### config.mk
export PLATFORM = sky130hd
export DESIGN_NAME = uart_instr_loader
export DESIGN_NICKNAME = d
export VERILOG_FILES = /design/src/rtl/uart_instr_loader_pkg.sv /design/src/rtl/uart_instr_loader_rx.sv /design/src/rtl/uart_instr_loader.sv
export SDC_FILE = /design/constraint.sdc
export NUM_CORES = 1
export LEC_CHECK = 0
export ABC_AREA = 1
export BUFFER_PORTS_ARGS = -buffer_cell sky130_fd_sc_hd__clkbuf_2
export CORE_MARGIN = 4
export CORE_UTILIZATION = 45
export DETAILED_ROUTE_END_ITERATION = 8
export PLACE_DENSITY = 0.67
export SETUP_SLACK_MARGIN = 0.1
export SLEW_MARGIN = 20
export SYNTH_ARGS = -nofsm -noshare
export SYNTH_HDL_FRONTEND = slang
export SYNTH_SLANG_ARGS = --single-unit
### constraint.sdc
create_clock -name clk_i -period 2 [get_ports clk_i]
set_input_delay 0.6 -clock clk_i [delete_from_list [all_inputs] [get_ports clk_i]]
set_output_delay 0.6 -clock clk_i [all_outputs]
set_load 0.005 [all_outputs]
### src/rtl/uart_instr_loader_pkg.sv
// Shared types and constants for the UART instruction loader and its byte receiver.
package loader_pkg;

    typedef enum logic [2:0] {
        S_IDLE,
        S_LEN0,
        S_LEN1,
        S_DATA,
        S_CSUM,
        S_STRETCH,
        S_ERR
    } state_t;

    typedef enum logic [1:0] {
        RX_IDLE,
        RX_START,
        RX_DATA,
        RX_STOP
    } rx_state_t;

    localparam logic [7:0] SYNC_BYTE      = 8'hA5;
    localparam int         TIMEOUT_MULT   = 16;
    localparam int         BITS_PER_FRAME = 10;

    // Inter-byte silence, in clocks, after which a frame in progress is abandoned.
    function automatic int timeout_cycles(input int clks_per_bit);
        return TIMEOUT_MULT * BITS_PER_FRAME * clks_per_bit;
    endfunction

endpackage

### src/rtl/uart_instr_loader_rx.sv
// 8N1 UART byte receiver: 2-FF synchroniser, mid-bit sampling, start-bit glitch rejection.
module uart_rx_byte
    import loader_pkg::*;
#(
    parameter int CLKS_PER_BIT = 217
) (
    input  logic       clk_i,
    input  logic       rst_i,
    input  logic       rx_i,
    output logic [7:0] data_o,
    output logic       valid_o,
    output logic       frame_err_o
);

    localparam int              CW        = $clog2(CLKS_PER_BIT + 1);
    localparam logic [CW-1:0]   HALF_LAST = CW'(CLKS_PER_BIT / 2 - 1);
    localparam logic [CW-1:0]   BIT_LAST  = CW'(CLKS_PER_BIT - 1);

    logic            meta, sync, prev;
    rx_state_t       state, state_d;
    logic [CW-1:0]   cnt, cnt_d;
    logic [2:0]      bit_idx, bit_idx_d;
    logic [7:0]      shift, shift_d;
    logic            valid_d, ferr_d;

    assign data_o = shift;

    // NOTE: every register uses <= so all flops update from pre-edge values.
    always_ff @(posedge clk_i) begin
        if (rst_i) begin
            meta        <= 1'b1;
            sync        <= 1'b1;
            prev        <= 1'b1;
            state       <= RX_IDLE;
            cnt         <= '0;
            bit_idx     <= '0;
            shift       <= '0;
            valid_o     <= 1'b0;
            frame_err_o <= 1'b0;
        end else begin
            meta        <= rx_i;
            sync        <= meta;
            prev        <= sync;
            state       <= state_d;
            cnt         <= cnt_d;
            bit_idx     <= bit_idx_d;
            shift       <= shift_d;
            valid_o     <= valid_d;
            frame_err_o <= ferr_d;
        end
    end

    // NOTE: each *_d gets a default before the case so no latch is inferred.
    always_comb begin
        state_d   = state;
        cnt_d     = cnt + CW'(1);
        bit_idx_d = bit_idx;
        shift_d   = shift;
        valid_d   = 1'b0;
        ferr_d    = 1'b0;
        case (state)
            RX_IDLE: begin
                cnt_d = '0;
                if (prev && !sync) state_d = RX_START;
            end
            RX_START: begin
                if (cnt == HALF_LAST) begin
                    cnt_d     = '0;
                    bit_idx_d = '0;
                    state_d   = sync ? RX_IDLE : RX_DATA;
                end
            end
            RX_DATA: begin
                if (cnt == BIT_LAST) begin
                    cnt_d     = '0;
                    shift_d   = {sync, shift[7:1]};
                    bit_idx_d = bit_idx + 3'd1;
                    if (bit_idx == 3'd7) state_d = RX_STOP;
                end
            end
            RX_STOP: begin
                if (cnt == BIT_LAST) begin
                    cnt_d   = '0;
                    state_d = RX_IDLE;
                    valid_d = sync;
                    ferr_d  = !sync;
                end
            end
            default: state_d = RX_IDLE;
        endcase
    end

endmodule

### src/rtl/uart_instr_loader.sv
// Loads a checksummed UART program image into instruction SRAM while holding the core in reset.
// Optional inter-byte timeout enabled by defining UART_LOADER_TIMEOUT_EN.
module uart_instr_loader
    import loader_pkg::*;
#(
    parameter int          CLK_FREQ_HZ = 25_000_000,
    parameter int          BAUD        = 115200,
    parameter int          DEPTH_WORDS = 1024,
    parameter logic [31:0] BASE_ADDR   = 32'h0,
    parameter int          RST_STRETCH = 16
) (
    input  logic        clk_i,
    input  logic        rst_i,
    input  logic        uart_rx_i,
    output logic        req_o,
    output logic        we_o,
    output logic [31:0] addr_o,
    output logic [31:0] wdata_o,
    output logic        sel_o,
    output logic        core_rst_o,
    output logic        busy_o,
    output logic        err_o,
    output logic [15:0] word_cnt_o
);

    localparam int            CLKS_PER_BIT = CLK_FREQ_HZ / BAUD;
    localparam int            SW           = $clog2(RST_STRETCH + 1);
    localparam logic [SW-1:0] STRETCH_LAST = SW'(RST_STRETCH - 1);
    localparam logic [16:0]   DEPTH_LIM    = 17'(DEPTH_WORDS);

    logic [7:0] rx_data;
    logic       rx_valid, rx_ferr, timeout;

    uart_rx_byte #(.CLKS_PER_BIT(CLKS_PER_BIT)) u_rx (
        .clk_i       (clk_i),
        .rst_i       (rst_i),
        .rx_i        (uart_rx_i),
        .data_o      (rx_data),
        .valid_o     (rx_valid),
        .frame_err_o (rx_ferr)
    );

    state_t        state, state_d;
    logic [SW-1:0] stretch_cnt, stretch_cnt_d;
    logic [15:0]   len, len_d, word_cnt_d;
    logic [1:0]    byte_pos, byte_pos_d;
    logic [23:0]   low_bytes, low_bytes_d;
    logic [7:0]    csum, csum_d;
    logic [31:0]   addr_d, wdata_d;
    logic          req_d, sel_d, core_rst_d, busy_d, err_d;
    logic [16:0]   n_words;

    assign we_o    = req_o;
    assign n_words = {1'b0, rx_data, len[7:0]};

    always_ff @(posedge clk_i) begin
        if (rst_i) begin
            state       <= S_STRETCH;
            stretch_cnt <= '0;
            len         <= '0;
            byte_pos    <= '0;
            low_bytes   <= '0;
            csum        <= '0;
            req_o       <= 1'b0;
            addr_o      <= '0;
            wdata_o     <= '0;
            sel_o       <= 1'b0;
            core_rst_o  <= 1'b1;
            busy_o      <= 1'b0;
            err_o       <= 1'b0;
            word_cnt_o  <= '0;
        end else begin
            state       <= state_d;
            stretch_cnt <= stretch_cnt_d;
            len         <= len_d;
            byte_pos    <= byte_pos_d;
            low_bytes   <= low_bytes_d;
            csum        <= csum_d;
            req_o       <= req_d;
            addr_o      <= addr_d;
            wdata_o     <= wdata_d;
            sel_o       <= sel_d;
            core_rst_o  <= core_rst_d;
            busy_o      <= busy_d;
            err_o       <= err_d;
            word_cnt_o  <= word_cnt_d;
        end
    end

    always_comb begin
        state_d       = state;
        stretch_cnt_d = stretch_cnt;
        len_d         = len;
        byte_pos_d    = byte_pos;
        low_bytes_d   = low_bytes;
        csum_d        = csum;
        req_d         = 1'b0;
        addr_d        = addr_o;
        wdata_d       = wdata_o;
        sel_d         = sel_o;
        core_rst_d    = core_rst_o;
        busy_d        = busy_o;
        err_d         = err_o;
        word_cnt_d    = word_cnt_o;
        case (state)
            S_IDLE, S_ERR: begin
                if (rx_valid && rx_data == SYNC_BYTE) begin
                    state_d    = S_LEN0;
                    err_d      = 1'b0;
                    busy_d     = 1'b1;
                    sel_d      = 1'b1;
                    core_rst_d = 1'b1;
                    word_cnt_d = '0;
                    csum_d     = '0;
                    byte_pos_d = '0;
                end
            end
            S_LEN0: begin
                if (rx_valid) begin
                    len_d   = {len[15:8], rx_data};
                    state_d = S_LEN1;
                end
            end
            S_LEN1: begin
                if (rx_valid) begin
                    len_d = n_words[15:0];
                    if (n_words == '0)            state_d = S_CSUM;
                    else if (n_words > DEPTH_LIM) state_d = S_ERR;
                    else                          state_d = S_DATA;
                end
            end
            S_DATA: begin
                if (rx_valid) begin
                    csum_d      = csum ^ rx_data;
                    byte_pos_d  = byte_pos + 2'd1;
                    low_bytes_d = {rx_data, low_bytes[23:8]};
                    if (byte_pos == 2'd3) begin
                        req_d      = 1'b1;
                        addr_d     = BASE_ADDR + {14'd0, word_cnt_o, 2'b00};
                        wdata_d    = {rx_data, low_bytes};
                        word_cnt_d = word_cnt_o + 16'd1;
                        if (word_cnt_d == len) state_d = S_CSUM;
                    end
                end
            end
            S_CSUM: begin
                if (rx_valid) begin
                    if (rx_data == csum) begin
                        state_d       = S_STRETCH;
                        sel_d         = 1'b0;
                        stretch_cnt_d = '0;
                    end else begin
                        state_d = S_ERR;
                    end
                end
            end
            S_STRETCH: begin
                if (stretch_cnt == STRETCH_LAST) begin
                    state_d    = S_IDLE;
                    core_rst_d = 1'b0;
                    busy_d     = 1'b0;
                end else begin
                    stretch_cnt_d = stretch_cnt + SW'(1);
                end
            end
            default: state_d = S_IDLE;
        endcase

        if (state != S_IDLE && state != S_ERR && (rx_ferr || timeout)) state_d = S_ERR;

        // Single entry point into ERR so every error path drives the same outputs.
        if (state_d == S_ERR && state != S_ERR) begin
            err_d      = 1'b1;
            sel_d      = 1'b0;
            busy_d     = 1'b0;
            core_rst_d = 1'b1;
        end
    end

`ifdef UART_LOADER_TIMEOUT_EN
    localparam int            TO_CYC  = timeout_cycles(CLKS_PER_BIT);
    localparam int            TW      = $clog2(TO_CYC + 1);
    localparam logic [TW-1:0] TO_LAST = TW'(TO_CYC - 1);

    logic [TW-1:0] idle_cnt;
    logic          in_frame;

    assign in_frame = (state == S_LEN0) || (state == S_LEN1) || (state == S_DATA) || (state == S_CSUM);
    assign timeout  = in_frame && !rx_valid && (idle_cnt == TO_LAST);

    always_ff @(posedge clk_i) begin
        if (rst_i || !in_frame || rx_valid) idle_cnt <= '0;
        else if (idle_cnt != TO_LAST)       idle_cnt <= idle_cnt + TW'(1);
    end
`else
    assign timeout = 1'b0;
`endif

endmodule

# Yosys cells after proc, flatten, opt, wreduce, memory -nomap -nowiden
# Cells that the tools add are included.
# W data, S select, Z words.
# word_totals
wordCells	156
inputBits	3
regBits	153
output_inout_bits	86
# classes
mux	53
addsub	5
n_reduce_logical	35
n_eq_ne	31
order_cmp	1
bitwise_logic	7
# ops
op	count
$mux W16	4
$pmux W16 S2	2
$mux W8	5
$mux W3	13
$pmux W8 S3	1
$mux W2	9
$pmux W3 S6	1
$reduce_and A3 Y1	6
$logic_not A17 Y1	1
$add A16 B1 Y16 const B	1
$eq A16 B16 Y1	1
$eq A8 B8 Y1 const B	2
$gt A16 B11 Y1 const B	1
$pmux W8 S2	1
$eq A3 B3 Y1 const B	5
$mux W5	3
$ne A2 B1 Y1 const B	7
$reduce_bool A2 Y1	7
$reduce_and A4 Y1	3
$ne A2 B2 Y1 const B	5
$pmux W5 S2	1
$add A8 B1 Y8 const B	1
$eq A8 B7 Y1 const B	1
$eq A8 B8 Y1	1
other kinds (25)	50

# Logic depth before layout (Yosys ltp)
# Gate-level depths: netlist of the first run.
# logic_depth
word_depth	11
mapped_depth	18
mapped_depth_nobuf	18

# Modules after synthesis
# Synthesis of the first run repeated with hierarchy kept, for this count alone.
# hier_totals
hier_cells	929
area_unflattened_um2	6924.1
# modules_own_cells
module	cells_per_inst	seq_area_each_um2	n_inst	area_per_inst_um2
uart_instr_loader	785	2542.4	1	5738.0
uart_rx_byte	144	520.5	1	1186.1

# Worst setup path before layout of the first run
# OpenSTA, ideal clock, no wires.
# synth_timing
kind	register to register
startpoint	register word_cnt_o[0]
endpoint	register busy_o
synth_period_minus_slack_ns	2.018
t_arrival_ns	1.903
setup_ns	0.115
path_stages_with_launch	17
n_path_buf	0
required_time_ns	1.885
setup_slack_ns	-0.018
cell_sequence	dfxtp_1 > ha_1 > nand2_2 > nor2_4 > nand2_1 > nand3_1 > nand3_1 > nor2_1 > nand2_1 > nor2_1 > nand3_1 > nand2_1 > nand2_1 > a21oi_2 > nand3_2 > nand2_1 > nor2_1
# synth_via
elab_chain_cells	10
# synth_lines
element	line_no	text
start, declared	uart_instr_loader.sv:23	output logic [15:0] word_cnt_o
start signal, assigned	uart_instr_loader.sv:86	word_cnt_o <= word_cnt_d;
$add A16 B1 Y16	uart_instr_loader.sv:141	word_cnt_d = word_cnt_o + 16'd1;
$eq A16 B16 Y1	uart_instr_loader.sv:142	if (word_cnt_d == len) state_d = S_CSUM;
$mux W3	uart_instr_loader.sv:142	
$mux W3	uart_instr_loader.sv:137	if (byte_pos == 2'd3) begin
$mux W3	uart_instr_loader.sv:133	if (rx_valid) begin
$pmux W3 S6	uart_instr_loader.sv:105	case (state)
$mux W3	uart_instr_loader.sv:169	if (state != S_IDLE && state != S_ERR && (rx_ferr || timeout)) state_d = S_ERR;
$eq A3 B3 Y1	uart_instr_loader.sv:172	if (state_d == S_ERR && state != S_ERR) begin
$logic_and A1 B1 Y1	uart_instr_loader.sv:172	
$reduce_or A2 Y1 (no source line)	--	
end signal, assigned	uart_instr_loader.sv:84	busy_o <= busy_d;
end, declared	uart_instr_loader.sv:21	output logic busy_o,
# Every way passes these cells.
# A chain may end at the register's enable or synchronous reset.

# Final worst setup path of the first run
# layout_timing
startpoint	register word_cnt_o[0]
endpoint	register sel_o
# layout_via
elab_chain_cells	10
# layout_lines
element	line_no	text
$add A16 B1 Y16	uart_instr_loader.sv:141	
$eq A16 B16 Y1	uart_instr_loader.sv:142	
$mux W3	uart_instr_loader.sv:142	
$mux W3	uart_instr_loader.sv:137	
$mux W3	uart_instr_loader.sv:133	
$pmux W3 S6	uart_instr_loader.sv:105	
$mux W3	uart_instr_loader.sv:169	
$eq A3 B3 Y1	uart_instr_loader.sv:172	
$logic_and A1 B1 Y1	uart_instr_loader.sv:172	
$reduce_or A2 Y1 (no source line)	--	
end signal, assigned	uart_instr_loader.sv:82	sel_o <= sel_d;
end, declared	uart_instr_loader.sv:19	output logic sel_o,
# Every way passes these cells.

==> results of run 1 <==
state kept, by name (all words and copies together) (netlist names), 2 cells and up, named ones only:
name / cells
wdata_o: 32
low_bytes: 24
addr_o: 16
len: 16
word_cnt_o: 16
csum: 8
u_rx.cnt: 8
u_rx.data_o: 8
stretch_cnt: 5
state: 3
u_rx.bit_idx: 3
byte_pos: 2
what timing repair did:
action                     CTS  global route
resized for setup           17            46
setup endpoints to repair   11            37
pin swaps                    7            24
setup buffers                1             8
cloned                       1             0
per-stage QoR:
step	hold WS, ns	setup slack [ns]	instance area (um^2)
floorplan	0.389	0.0979	6880
global placement	0.394	-0.116	7850
detailed placement	0.404	-0.158	7850
CTS	0.337	-0.117	8520
global route	0.342	-0.245	8730
finish	0.352	-0.0863	8730
area by class of cell:
| cell class | count | area, um^2 |
|---|---|---|
| clock buffer | 18 | 429 |
| clock inverter | 14 | 184 |
| fill | 1331 | 5910 |
| inverter | 91 | 342 |
| multi-input combinational | 609 | 3350 |
| sequential | 153 | 3100 |
| tap | 184 | 230 |
| timing repair buffer | 163 | 1090 |
Yosys cell counts (all sizes together):
cell    count  area [um^2]
xnor2       4         35.0
conb        1         3.75
o21ai      85          433
xor2        8         70.1
dfxtp     153         3060
a31oi      10         62.6
o211a       4         40.0
o21bai      1         7.51
nand2     145          559
nand3      60          305
nor4        3         25.0
nor3b       1         7.51
xnor3       1         22.5
a211oi     28          225
and3        1         6.26
ha         12          150
nor3       11         55.1
a21oi      93          484
or2         4         25.0
o211ai      2         15.0
inv        91          342
nand3b      5         37.5
clkbuf     31          118
nand4      15         93.8
nor2       92          400
buf        25          164
a22oi       7         52.6
routing by layer:
metal / up-vias / wire (um)
met1: 3054 / 8210
met3: 20 / 893
met4: 0 / 212
met5: - / 0
met2: 161 / 8650
li1: 3256 / -
power groups by stage:
stage | logic, W | clock network, W | registers (W)
floorplan | 0.000133 | 0 | 0.00314
global placement | 0.000146 | 0 | 0.00314
detailed placement | 0.000149 | 0 | 0.00314
CTS | 0.000150 | 0.00343 | 0.00307
global route | 0.000180 | 0.00357 | 0.00307
finish | 0.000157 | 0.00339 | 0.00307
critical path: cells and delay by family (launching register included):
family,cells,cell delay [ns]
AND/OR/NAND/NOR,15,1.19
flip-flops,1,0.36
adder cells (fa/ha/maj),1,0.17
AO/OA/AOI/OAI,1,0.14
buffers and inverters,1,0.11
worst min-delay path by stage:
stage	from	slack, ns	cells after the start	to
after global routing	uart_rx_i	0.34	2	u_rx.meta
after CTS	uart_rx_i	0.34	2	u_rx.meta
after floorplan	u_rx.meta	0.39	1	u_rx.sync
after global placement	u_rx.meta	0.39	1	u_rx.sync
final	uart_rx_i	0.35	2	u_rx.meta
after detailed placement	u_rx.meta	0.40	1	u_rx.sync
cells by family after synthesis:
| group | Yosys count | synth area share [%] |
|---|---|---|
| other cells | 1 | 0.0551 |
| flops | 153 | 45.0 |
| xor+xnor | 13 | 1.88 |
| fa+ha+maj | 12 | 2.21 |
| compound gates | 230 | 19.4 |
| simple gates | 337 | 22.3 |
| buf+inv | 147 | 9.16 |
==> metrics, run 1 <==
Initial Util=46.5%; Overflow after GRT=0; global-route wire length before repair=28.5 mm; reg2reg path depth=18; GP Congestion=0.926; Die Y=131 um; initial antenna violation count=0; Clk pwr share=51.2%; DP Wirelength=12.4 mm; Clock Latency Late Sink=0.44 ns; final worst path period share=104%; Core ar.=14600 um^2; Post-Syn Instances=893; port bufs=72; CP Capture Type=register; Post-DRT Antenna Nets=0; Area growth, synth to finish=28.4%; GRT Total Usage=21.1%; DRC Markers=0; power per cell area=757 nW/um^2; grt met1 use=27.7%; Hold Crit Class=primary input to register; CP Max Fanout=5; WL/cell=14.6 um; final hold violations=0; crit path from=word_cnt_o[0]; number of distinct library cells after synthesis=42; vias=6491; nets@finish=1050; VDD IR max=0.635 mV; commonest cells after routing, fill and taps aside=134 x dfxtp_1, 133 x nand2_1, 87 x a21oi_1; met3 Use GR=5.37%; Avg Cell Area, Syn=7.62 um^2; Finished Core Util=59.6%; chip width=131 um; Synth Register Bits=153; TritonCTS Buffers=17; Tot Pwr=0.00661 W; Comb pwr share=2.4%; IO Pins=89; clock-pin transition on the worst setup and hold timing paths=0.06 ns; flop2flop setup slack=-0.09 ns; Mapped Area=6800 um^2; CP endpoint=sel_o; setup tns final=-0.254 ns; worst flop-to-flop path startpoint=word_cnt_o[0]; commonest non-fill, non-tap cell in the layout=dfxtp_1; Initial DRC Count=542; number of global-route vias before repair=5850; Vias/cell=5.27; most frequent CP cell=nand2_1; critical path data required time=2.33 ns; failing checks=negative setup slack; final worst-path setup slack=-0.0863 ns; Clock Root Buffer=clkbuf_16; status=finished, violations left; Startpoint Class=register; number of max-capacitance violations reported=0; CTS tree=yes; Pint=0.00510 W; Critical Path AT=2.41 ns; Pleak=3.86 nW; share of layout cells above drive strength 1=27.2%; CP max stage delay=0.36 ns; critical-path cell list=ha_4 > nand2_4 > nor2_4 > nand2_1 > buf_4 > nand2_1 > nand2_1 > nand3_1 > nor2_1 > nand2_1 > nor2_2 > nand3_2 > nand2_2 > nand2_2 > a21oi_2 > nand3_2 > nand2_2 > nor2_1; row count=44; total clock sinks=153; RR Endpoint=sel_o; CTS hold repair buffers=0; Most Used Layer, Global Route=met2; DP Cell Count=1190; drt pass-1 iters=5; deepest clock path buffer count=2; H-tree depth=4; max-slew violation count=0; P_sw=0.00152 W; Yosys warning total=0; full die area=17100 um^2; Worst path slowest cell=dfxtp_4; sequential area share after synthesis=45.0%; Final setup viols=4; switch share=22.9%; unrepaired setup endpoints after global routing=yes; met2 Usage GRT=33.9%; non-filler cells, final=1232; Reg power frac=46.4%; largest net degree at the start of global routing=50; Highest Clock Rate=479 MHz; minimum clock period=2.09 ns; CP Class=register to register; antenna cells=0; total routed wirelength=18.0 mm; Post-Route Skew=0.0152 ns
(Power assumes the default switching activity.)
==> run 2, diff against run 1 <==
Settings changed: PLACE_DENSITY 0.67 to unset.
Clock period 2 ns to 2.2 ns, I/O delays scaled along.
==> metrics, run 2 (synthesis results as in run 1) <==
status=complete, no violations (was finished, violations left); commonest non-fill, non-tap cell in the layout=dfxtp_1 (unchanged); drt pass-1 iters=4 (was 5); vias=6221 (was 6491); total clock sinks=153 (unchanged); Most Used Layer, Global Route=met2 (unchanged); Initial DRC Count=373 (was 542); VDD IR max=0.549 mV (was 0.635 mV); Comb pwr share=2.3% (was 2.4%); minimum clock period=2.13 ns (was 2.09 ns); Final setup viols=0 (was 4); Vias/cell=5.25 (was 5.27); final hold violations=0 (unchanged); critical path data required time=2.51 ns (was 2.33 ns); Pleak=3.55 nW (was 3.86 nW); commonest cells after routing, fill and taps aside=139 x dfxtp_1, 132 x nand2_1, 88 x a21oi_1 (was 134 x dfxtp_1, 133 x nand2_1, 87 x a21oi_1); CP Max Fanout=3 (was 5); P_sw=0.00131 W (was 0.00152 W); Die Y=131 um (unchanged); grt met1 use=29.8% (was 27.7%); chip width=131 um (unchanged); IO Pins=89 (unchanged); total routed wirelength=18.0 mm (about the same); Clk pwr share=48.9% (was 51.2%); row count=44 (unchanged); met2 Usage GRT=33.0% (was 33.9%); clock-pin transition on the worst setup and hold timing paths=0.06 ns (about the same); max-slew violation count=0 (unchanged); multi-input logic area=3310 um^2 (was 3350 um^2); number of max-capacitance violations reported=0 (unchanged); largest reg by FF count=wdata_o (unchanged); max_slew headroom=63.4%; Post-Route Skew=0.0113 ns (was 0.0152 ns); DP Cell Count=1144 (was 1190); port bufs=72 (unchanged); Clock Root Buffer=clkbuf_16 (unchanged); CP Class=register to register (unchanged); Area growth, synth to finish=21.5% (was 28.4%); setup tns final=0 ns (was -0.254 ns); Startpoint Class=register (unchanged); CP Capture Type=register (unchanged); CTS tree=yes (unchanged); GRT Total Usage=21.5% (was 21.1%); initial antenna violation count=0 (unchanged); GP Congestion=0.892 (was 0.926); antenna cells=0 (unchanged); final worst path period share=96.9% (was 104%); Largest register FFs=32 (unchanged); Overflow after GRT=0 (unchanged); Post-DRT Antenna Nets=0 (unchanged); Critical Path AT=2.45 ns (was 2.41 ns); TritonCTS Buffers=17 (unchanged); WL/cell=15.2 um (was 14.6 um); Pint=0.00442 W (was 0.00510 W); share of layout cells above drive strength 1=22.6% (was 27.2%); Fillers=1445 (was 1331); deepest clock path buffer count=2 (unchanged); Clock Latency Late Sink=0.43 ns (was 0.44 ns); DP Wirelength=12.2 mm (was 12.4 mm); largest net degree at the start of global routing=59 (was 50); Core ar.=14600 um^2 (unchanged); unrepaired setup endpoints after global routing=yes (unchanged); non-filler cells, final=1184 (was 1232); worst slew pin tran=0.549 ns; nets@finish=1002 (was 1050); Register Area=3090 um^2 (was 3100 um^2); Largest regs=wdata_o x32, low_bytes x24 (unchanged); Initial Util=46.5% (unchanged); met3 Use GR=4.76% (was 5.37%); Reg power frac=48.7% (was 46.4%); CTS hold repair buffers=0 (unchanged); number of global-route vias before repair=5888 (was 5850); power per cell area=693 nW/um^2 (was 757 nW/um^2); switch share=22.8% (was 22.9%); global-route wire length before repair=29.2 mm (was 28.5 mm); Hold Crit Class=primary input to register (unchanged); DRC Markers=0 (unchanged); full die area=17100 um^2 (unchanged); Highest Clock Rate=469 MHz (was 479 MHz); H-tree depth=4 (unchanged)
[run 2: changes by cell type in the layout (fill, tap and decap cells not counted), sizes merged]
cell      change
buf          -48
clkbuf        +3
clkinvlp      +3
bufinv        -2
clkinv        -2
inv           -2
[run 2: worst paths after layout]
path                       from        end  slack, ns  cells past startpoint
setup / recovery  word_cnt_o[1]      sel_o       0.07                     18
hold / removal        uart_rx_i  u_rx.meta       0.42                      2
setup reg to reg  word_cnt_o[1]      sel_o       0.07                     18
hold reg to reg       u_rx.meta  u_rx.sync       0.42                      1
[run 2: area by class of cell]
class | instances | area share (%)
clock inverter | 11 | 1.36
clock buffer | 21 | 5.45
multi-input combinational | 609 | 40.1
inverter | 91 | 4.13
sequential | 153 | 37.4
tap | 184 | 2.78
timing repair buffer | 115 | 8.85
[run 2: critical path, stage by stage, from the launching register on]
cell     delay [ns]
dfxtp_4        0.36
ha_4           0.17
nand2_4        0.10
buf_6          0.11
nand2_2        0.06
nand2_1        0.06
nand2_1        0.05
nor2_1         0.11
nand3_1        0.08
nor2_1         0.11
nand2_1        0.07
nor2_2         0.12
nand3_2        0.10
nand2_2        0.09
nand2_2        0.06
a21oi_2        0.13
nand3_2        0.12
nand2_2        0.08
nor2_1         0.05
[run 2: repair_timing]
| item | 4_1_cts | 5_1_grt |
|---|---|---|
| gates cloned | 1 | 0 |
| pin swaps | 15 | 17 |
| setup buffers | 5 | 2 |
| setup endpoints to repair | 4 | 30 |
| gates resized for setup | 29 | 24 |
[run 2: per-layer routing]
| layer | vias to the layer above | wire length, um |
|---|---|---|
| met1 | 2925 | 8540 |
| met4 | 0 | 291 |
| li1 | 3163 | - |
| met3 | 23 | 693 |
| met5 | - | 0 |
| met2 | 110 | 8440 |
[run 2: power groups by stage]
stage | combinational, W | sequential (W) | clock [W]
3_3_place_gp | 0.000132 | 0.00286 | 0
3_5_place_dp | 0.000134 | 0.00286 | 0
6_report | 0.000134 | 0.00279 | 0.00280
4_1_cts | 0.000134 | 0.00280 | 0.00287
5_1_grt | 0.000156 | 0.00279 | 0.00299
2_1_floorplan | 0.000121 | 0.00285 | 0
[run 2: per-stage QoR]
stage | total power, W | utilization [%] | setup WS, ns | cell area [um^2] | hold slack [ns]
final | 0.00573 | 56.5 | 0.0690 | 8270 | 0.418
after global routing | 0.00594 | 56.5 | -0.118 | 8270 | 0.410
after CTS | 0.00580 | 55.8 | 0.0923 | 8180 | 0.402
after detailed placement | 0.00299 | 51.0 | -0.00384 | 7470 | 0.406
after global placement | 0.00299 | 51.0 | -0.00868 | 7470 | 0.399
after floorplan | 0.00298 | - | 0.182 | 6860 | 0.389
==> run 3, diff against run 2 <==
Settings changed: SETUP_SLACK_MARGIN 0.1 to 0.2.
==> metrics, run 3 (synthesis results as in run 1) <==
max_slew headroom=61.4% (was 63.4%); minimum clock period=2.16 ns (was 2.13 ns); CP max stage delay=0.36 ns (about the same); DP Wirelength=12.0 mm (was 12.2 mm); share of layout cells above drive strength 1=23.5% (was 22.6%); clock-pin transition on the worst setup and hold timing paths=0.06 ns (about the same); final worst path period share=98.4% (was 96.9%); full die area=17100 um^2 (unchanged); Worst path slowest cell=dfxtp_4 (unchanged); Largest register FFs=32 (unchanged); GP Congestion=0.896 (was 0.892); Pint=0.00449 W (was 0.00442 W); Critical Path AT=2.48 ns (was 2.45 ns); Area growth, synth to finish=22.3% (was 21.5%); Core ar.=14600 um^2 (unchanged); status=complete, no violations (unchanged); chip width=131 um (unchanged); Final setup viols=0 (unchanged); CP Capture Type=register (unchanged); Cell Area, Placed=7460 um^2 (was 7470 um^2); TritonCTS Buffers=17 (unchanged); drt pass-1 iters=5 (was 4); critical path data required time=2.51 ns (about the same); commonest cells after routing, fill and taps aside=136 x dfxtp_1, 132 x nand2_1, 89 x a21oi_1 (was 139 x dfxtp_1, 132 x nand2_1, 88 x a21oi_1); nets@finish=1003 (was 1002); number of global-route vias before repair=5693 (was 5888); critical-path cell list=buf_4 > inv_4 > nor2_4 > buf_12 > buf_4 > nand2_2 > nand2_1 > nand3_1 > nand2_1 > nor2_1 > nand2_1 > nor2_2 > nand3_2 > nand2_2 > nand2_2 > a21oi_2 > nand3_2 > nand2_2 > nor2_1 (was ha_4 > nand2_4 > buf_6 > nand2_2 > nand2_1 > nand2_1 > nor2_1 > nand3_1 > nor2_1 > nand2_1 > nor2_2 > nand3_2 > nand2_2 > nand2_2 > a21oi_2 > nand3_2 > nand2_2 > nor2_1); Initial DRC Count=371 (was 373); VDD IR max=0.637 mV (was 0.549 mV); initial antenna violation count=0 (unchanged); IO Pins=89 (unchanged); global-route wire length before repair=28.6 mm (was 29.2 mm); switch share=22.4% (was 22.8%); Register Area=3100 um^2 (was 3090 um^2); vias=6220 (was 6221); Reg power frac=48.2% (was 48.7%); total routed wirelength=17.5 mm (was 18.0 mm); Die Y=131 um (unchanged); Post-DRT Antenna Nets=0 (unchanged); Post-Layout Inst Area=8320 um^2 (was 8270 um^2); Pleak=3.59 nW (was 3.55 nW); Largest delay share family, worst path=simple AND/OR/NAND/NOR gates (unchanged); antenna cells=0 (unchanged); Initial Util=46.5% (unchanged); H-tree depth=4 (unchanged); total clock sinks=153 (unchanged); CP Class=register to register (unchanged); deepest clock path buffer count=2 (unchanged); CTS tree=yes (unchanged); power per cell area=695 nW/um^2 (was 693 nW/um^2); Hold Crit Class=primary input to register (unchanged); worst slew pin tran=0.579 ns (was 0.549 ns); commonest non-fill, non-tap cell in the layout=dfxtp_1 (unchanged); port bufs=72 (unchanged); Highest Clock Rate=462 MHz (was 469 MHz); Startpoint Class=register (unchanged); largest net degree at the start of global routing=63 (was 59); CP Max Fanout=8 (was 3); unrepaired setup endpoints after global routing=yes (unchanged); Clk pwr share=49.4% (was 48.9%); WL/cell=14.8 um (was 15.2 um); WHS=0.422 ns (was 0.418 ns); multi-input logic area=3340 um^2 (was 3310 um^2); Fillers=1388 (was 1445); Comb pwr share=2.3% (about the same); number of max-capacitance violations reported=0 (unchanged); DRC Markers=0 (unchanged); GRT Total Usage=21.1% (was 21.5%); max-slew violation count=0 (unchanged); final hold violations=0 (unchanged); most frequent CP cell=nand2_2 (unchanged); P_sw=0.00130 W (was 0.00131 W); Vias/cell=5.26 (was 5.25); Clock Latency Late Sink=0.43 ns (about the same); Overflow after GRT=0 (unchanged); Tot Pwr=0.00578 W (was 0.00573 W); Largest regs=wdata_o x32, low_bytes x24 (unchanged); Post-Route Skew=0.00992 ns (was 0.0113 ns); Clock Root Buffer=clkbuf_16 (unchanged); row count=44 (unchanged); largest reg by FF count=wdata_o (unchanged); CTS hold repair buffers=0 (unchanged); WP buf/inv=4 (was 1)
[run 3: changes by cell type in the layout (fill, tap and decap cells not counted), sizes merged]
cell | before | now
clkinv | 2 | 6
clkbuf | 93 | 89
bufinv | 1 | 2
clkinvlp | 4 | 3
buf | 43 | 44
inv | 95 | 93
[run 3: path summary, 6_finish.rpt]
path | from | to | slack, ns | cells past startpoint
setup / recovery | word_cnt_o[0] | busy_o | 0.04 | 19
hold / removal | uart_rx_i | u_rx.meta | 0.42 | 2
setup reg to reg | word_cnt_o[0] | busy_o | 0.04 | 19
hold reg to reg | u_rx.meta | u_rx.sync | 0.44 | 1
[run 3: cell type report]
type                       instances  share of cell area, %
tap                              184                   2.77
inverter                          91                   4.18
sequential                       153                   37.2
multi-input combinational        609                   40.1
timing repair buffer             116                   8.80
clock inverter                    13                   1.76
clock buffer                      17                   5.11
[run 3: power by group through the flow]
| stage | Clock [W] | Sequential [W] | Combinational (W) |
|---|---|---|---|
| 2_1_floorplan | 0 | 0.00285 | 0.000121 |
| 3_3_place_gp | 0 | 0.00286 | 0.000133 |
| 3_5_place_dp | 0 | 0.00286 | 0.000133 |
| 4_1_cts | 0.00292 | 0.00279 | 0.000135 |
| 5_1_grt | 0.00304 | 0.00279 | 0.000158 |
| 6_report | 0.00286 | 0.00279 | 0.000135 |
[run 3: through the flow]
step	worst slack (ns)	utilization [%]	std cells	setup TNS (ns)
2_1_floorplan	0.223	-	908	0
6_report	0.0353	56.8	1183	0
3_3_place_gp	-0.0775	51.0	1143	-0.161
5_1_grt	-0.111	56.8	1183	-0.310
3_5_place_dp	-0.130	51.0	1143	-0.349
4_1_cts	0.0378	56.0	1180	0
[run 3: timing repair]
| item | 4_1_cts | 5_1_grt |
|---|---|---|
| pin swaps | 12 | 23 |
| buffers inserted | 6 | 3 |
| endpoints found under the setup margin | 11 | 58 |
| gates resized for setup | 30 | 35 |
| cloned | 1 | 0 |
[run 3: layer usage]
layer	routed length, um	up-vias	global-route usage (%)
met1	8220	2890	28.5
met4	161	0	5.44
met3	852	16	5.65
met5	0	-	0
met2	8290	149	33.8
li1	-	3165	-
